<file path="config.mk">
export PLATFORM = sky130hd
export DESIGN_NAME = mem_arbiter
export DESIGN_NICKNAME = d
export VERILOG_FILES = /design/src/rtl/mem_arbiter.sv
export SDC_FILE = /design/constraint.sdc
export NUM_CORES = 1
export LEC_CHECK = 0
export BUFFER_PORTS_ARGS = -buffer_cell sky130_fd_sc_hd__buf_4
export CORE_AREA = 2 2 105 107
export DETAILED_ROUTE_END_ITERATION = 8
export DIE_AREA = 0 0 107 109
export SLEW_MARGIN = 40
export SYNTH_ARGS = -nofsm -noshare
export SYNTH_HDL_FRONTEND = slang
export SYNTH_SLANG_ARGS = --single-unit
</file>
<file path="constraint.sdc">
create_clock -name clk -period 2.3 [get_ports clk]
set_input_delay 0.345 -clock clk [delete_from_list [all_inputs] [get_ports clk]]
set_output_delay 0.345 -clock clk [all_outputs]
set_load 0.05 [all_outputs]
</file>
<file path="src/rtl/mem_arbiter.sv">
// Round-robin arbiter sharing one synchronous-read SRAM between instruction fetch and
// load/store ports; every granted transfer is acknowledged exactly one cycle later.
module mem_arbiter #(
    parameter int unsigned ADDR_W = 32,
    parameter int unsigned DATA_W = 32
) (
    input  logic              clk,
    input  logic              rst,

    input  logic              inst_req,
    input  logic [ADDR_W-1:0] inst_addr,
    output logic              inst_ack,
    output logic [DATA_W-1:0] inst_rdata,

    input  logic              data_req,
    input  logic [3:0]        data_wen,
    input  logic [ADDR_W-1:0] data_addr,
    input  logic [DATA_W-1:0] data_wdata,
    output logic              data_ack,
    output logic [DATA_W-1:0] data_rdata,

    output logic              sram_en,
    output logic [3:0]        sram_wen,
    output logic [ADDR_W-1:0] sram_addr,
    output logic [DATA_W-1:0] sram_wdata,
    input  logic [DATA_W-1:0] sram_rdata
);

    localparam logic [1:0] IDLE   = 2'd0;
    localparam logic [1:0] BUSY_I = 2'd1;
    localparam logic [1:0] BUSY_D = 2'd2;

    logic [1:0] state, state_next;
    logic       last, last_next;    // 0 = inst, 1 = data was granted most recently
    logic       elig_i, elig_d;
    logic       grant_i, grant_d;

    // The port owning the current BUSY state still holds req in its ack cycle; ignore it.
    always_comb begin
        elig_i  = inst_req && (state != BUSY_I) && !rst;
        elig_d  = data_req && (state != BUSY_D) && !rst;
        grant_i = elig_i && (!elig_d || last);
        grant_d = elig_d && (!elig_i || !last);
    end

    always_comb begin
        sram_en    = grant_i || grant_d;
        sram_wen   = 4'b0;
        sram_addr  = '0;
        sram_wdata = '0;
        if (grant_d) begin
            sram_wen   = data_wen;
            sram_addr  = data_addr;
            sram_wdata = data_wdata;
        end else if (grant_i) begin
            sram_addr  = inst_addr;
        end
    end

    always_comb begin
        inst_ack   = (state == BUSY_I) && !rst;
        data_ack   = (state == BUSY_D) && !rst;
        inst_rdata = sram_rdata;
        data_rdata = sram_rdata;
    end

    always_comb begin
        state_next = IDLE;
        last_next  = last;
        if (grant_d) begin
            state_next = BUSY_D;
            last_next  = 1'b1;
        end else if (grant_i) begin
            state_next = BUSY_I;
            last_next  = 1'b0;
        end
    end

    always_ff @(posedge clk) begin
        if (rst) begin
            state <= IDLE;
            last  <= 1'b0;
        end else begin
            state <= state_next;
            last  <= last_next;
        end
    end

endmodule

</file>
=== Word-level counts from Yosys, hierarchy flattened ===
Index checks and enable logic that the tools add are counted.

* Register bits: 3
* Output and inout port bits: 135
* Bits of input ports: 136
* Word-level logic and storage cells: 32

* Reduce and logical (&&, ||, !) cells: 17
* Equal/unequal tests: 4
* Mux-type cells: 8

{| class="wikitable"
|+ Operators with widths
! cell !! number
|-
| 32-bit two-way mux || 3
|-
| 1-bit logical AND || 8
|-
| 1-bit zero test || 4
|-
| 4-bit two-way mux || 1
|-
| 1-bit logical OR || 3
|-
| 1-bit two-way mux || 3
|-
| 2-bit by 1-bit == test with 1-bit output (second input constant) || 1
|-
| 2-bit == test (second input constant) || 1
|-
| 2-bit two-way mux || 1
|-
| 2-bit by 1-bit != test with 1-bit output (second input constant) || 1
|-
| 2-bit != test (second input constant) || 1
|-
| 2-bit nonzero test || 1
|-
| 2-bit OR reduction || 1
|}

=== Logic depth before layout (Yosys ltp) ===
* Depth after elaboration: 8
* Depth in mapped cells: 6
* Gate-level depth less buffers: 4

=== Least setup slack after synthesis ===
Ideal clock, no wire load.

* Path type: reg-to-output
* Start: reg state[1]
* End: out sram_addr[10]
* Arrival: 1.509 ns
* Buffers on the path: 1
* Cell stages (with the launch flop): 6
* Data required time: 1.955 ns
* Path slack: 0.446 ns
* Cell sequence: dfxtp_1 > nor2b_4 > a21oi_2 > nor3b_4 > buf_6 > a22o_1

* Longest elaborated chain between the ends: 8
* Elaborated cells between the ends (all ways): 14
* Those cells by class: eq/ne: 2; mux: 2; reduce/logical: 10

{| class="wikitable"
|+ Ends and longest elaborated chain
! what !! RTL line !! text
|-
| start: declaration || 33 || <nowiki>logic [1:0] state, state_next;</nowiki>
|-
| start signal: assignment || 84 || <nowiki>state <= state_next;</nowiki>
|-
| 2-bit != test || 41 || <nowiki>elig_d = data_req && (state != BUSY_D) && !rst;</nowiki>
|-
| 1-bit logical AND (2 in series) || 41 ||
|-
| 1-bit zero test || 42 || <nowiki>grant_i = elig_i && (!elig_d || last);</nowiki>
|-
| 1-bit logical OR || 42 ||
|-
| 1-bit logical AND || 42 ||
|-
| 32-bit two-way mux || 55 || <nowiki>end else if (grant_i) begin</nowiki>
|-
| 32-bit two-way mux (*) || 51 || <nowiki>if (grant_d) begin</nowiki>
|-
| end: declaration || 24 || <nowiki>output logic [ADDR_W-1:0] sram_addr,</nowiki>
|}

Every way passes the cells marked *; elsewhere a longest branch is shown, timed or not.

=== Final worst setup path ===
* Start: reg state[0]
* End: out sram_addr[7]

The elaborated chain is that of the path after synthesis.

==> results.toml <==
[outcome]
run_status = "finished, final reports clean"

[place]
dp_cells = 401
post-dp-hpwl_mm = 4.19
place_congestion = 0.622
postPlaceCellArea_um2 = 2190
io_buffers = 174

[worst_setup_path]
critPathKind = "reg2out"
crit_slowest_cell = "dfxtp_1"
startpoint = "state[0]"
crit_fanout = 70
cp_cell_sequence = "nor2b_4, a21oi_2, nor3b_4, buf_12, a22o_1, buf_4"
end_kind = "output pin"
r2r-start = "state[0]"
arrival_ns = 1.68
start_kind = "flip-flop"
critPathMaxStageDelay_ns = 0.31
cp.required_ns = 1.96

[sta]
rsz0062_at_grt = "no"
min_period_ns = 2.03
hold_viol = 0
max_freq_mhz = 493
drv_slew = 0
relSlewSlack_pct = 83.1
post-route-period-util_pct = 88.2
setup_viol = 0
whs_ns = 0.361
fin_tns_setup_ns = 0
worstMarginPinSlew_ns = 0.253
fin_skew_ns = 0.00242

[detailed_routing]
met2_length_mm = 2.58
drt_drc_violations_left = 0
firstDrtPassIters = 4
wl_per_cell_um = 12.4
top_layer_used = "met4"
routed_wl_mm = 5.04
wl_met1_mm = 1.57
route.met3.wl_um = 696
drt_iter0_drc = 54
viasPerCell = 3.58
final_antenna_net_count = 0
vias = 1450

[final_layout]
mostFrequentLayoutCells = "buf_4 (174), and2_1 (36), a22o_1 (32)"
fill_cells = 1171
diodes = 0
fin_area_um2 = 2240
area_growth_pct = 79.1
mostFrequentLayoutCell = "buf_4"
drive_gt1_share_pct = 69.1
fin_nets = 402
finalNonFillerCells = 405
final_core_util_pct = 21.1

[clocking]
cts-resized-gates = 0
tritoncts = "done"
clkTransAtPathRegs_ns = 0.03
clockRootBuffer = "clkbuf_8"
h-tree-depth = 1
post_cts_buffers = 0
insertion_delay_ns = 0.21
clock_sinks = 3
cts-buffers-inserted = 3
hold_buffers = 0
clock_path_buffers = 2

[min_path]
hold_start = "rst"
hold_path_class = "in2reg"

[yosys]
syn_inst = 160
yosys.area.top_type = "buf_4"
synth_area_um2 = 1250
ys_async_sr_fraction_pct = 0
synth_cell_types = 18
synth_nets = 296
synth_seq_area_share_pct = 4.81
yosys.area.top_type_share_pct = 38.5
synth_edf_count = 0
synth_seq_cells = 3
synth_warnings = 0
synth_area_leaders = "buf_4 (38%), a22o_1 (22%), and2_1 (18%), buf_6 (6.3%), dfxtp_1 (4.8%)"
synthFlopType = "dfxtp_1"
syn_area_per_cell_um2 = 7.80

[global_route]
grt_pass1_wl_mm = 6.71
overflow = 0
grt_max_degree = 71
grt_antenna_before_repair = 0
grt_usage_pct = 7.57
grt_pass1_vias = 1288

[floorplanning]
placeableCoreArea_um2 = 10600
die_y_um = 109
initial_core_util_pct = 11.8
boundaryPins = 271
rows = 38
die-area_um2 = 11700
chipWidth_um = 107

[pwr]
leakagePower_uw = 0.00119
vdd_drop_max_uv = 199
powerDensity_nw_per_um2 = 383

[flow_run]
cap_violations = 0
## per-stage QoR
stage,power [uW],setup slack [ns]
after floorplan,749,0.446
after global placement,705,0.444
after detailed placement,710,0.397
after CTS,868,0.253
after global routing,897,0.162
final,856,0.270
## final cells by class
type | count | area, um^2 | area share, %
repair buffers | 176 | 1350 | 60.2
multi-input cells | 82 | 609 | 27.3
well taps | 140 | 175 | 7.83
flip-flops and latches | 3 | 60.1 | 2.69
clock buffers | 4 | 45.0 | 2.01
## path summary, 6_finish.rpt
check	endpoint	slack [ns]	depth (start not counted)
worst max-delay path	sram_addr[7]	0.27	6
worst min-delay path	last	0.36	2
worst max register to register	state[1]	1.14	4
worst min register to register	last	0.54	2
## critical path, delay by kind of cell, from the launching register on
| family | cells | cell delay (ns) |
|---|---|---|
| AOI/OAI and AO/OA | 2 | 0.27 |
| buffers and inverters | 2 | 0.49 |
| DFF | 1 | 0.31 |
| and+or+nand+nor | 2 | 0.40 |
## flip-flops by register name, summed over array words and instances, names as in the netlist
name	cells
last	1
state	2
## layer usage
| metal | global-route usage, % | vias up |
|---|---|---|
| met2 | 13.6 | 102 |
| met1 | 6.86 | 631 |
| met5 | 0 | - |
| li1 | - | 686 |
| met3 | 4.60 | 31 |
| met4 | 3.15 | 0 |
## synth_stat cells, types with 2 or more instances
cell type / instances
buf_2: 4
nor2b_1: 2
buf_6: 7
nor2_1: 2
and2_1: 36
dfxtp_1: 3
a22o_1: 32
buf_4: 64
## power by group
part	internal (uW)	leakage, uW	total [uW]	switching, uW
clock network	118	0.0000228	151	33.2
logic	265	0.00115	645	380
registers	56.6	0.0000249	59.7	3.12
## cells by family after synthesis
| logic type | Yosys count | share of synthesized area [%] |
|---|---|---|
| buffers and inverters | 75 | 46.4 |
| DFF | 3 | 4.81 |
| AOI/OAI and AO/OA | 35 | 23.9 |
| and+or+nand+nor | 47 | 24.8 |
Note: power is estimated with default switching activity, not from simulation.
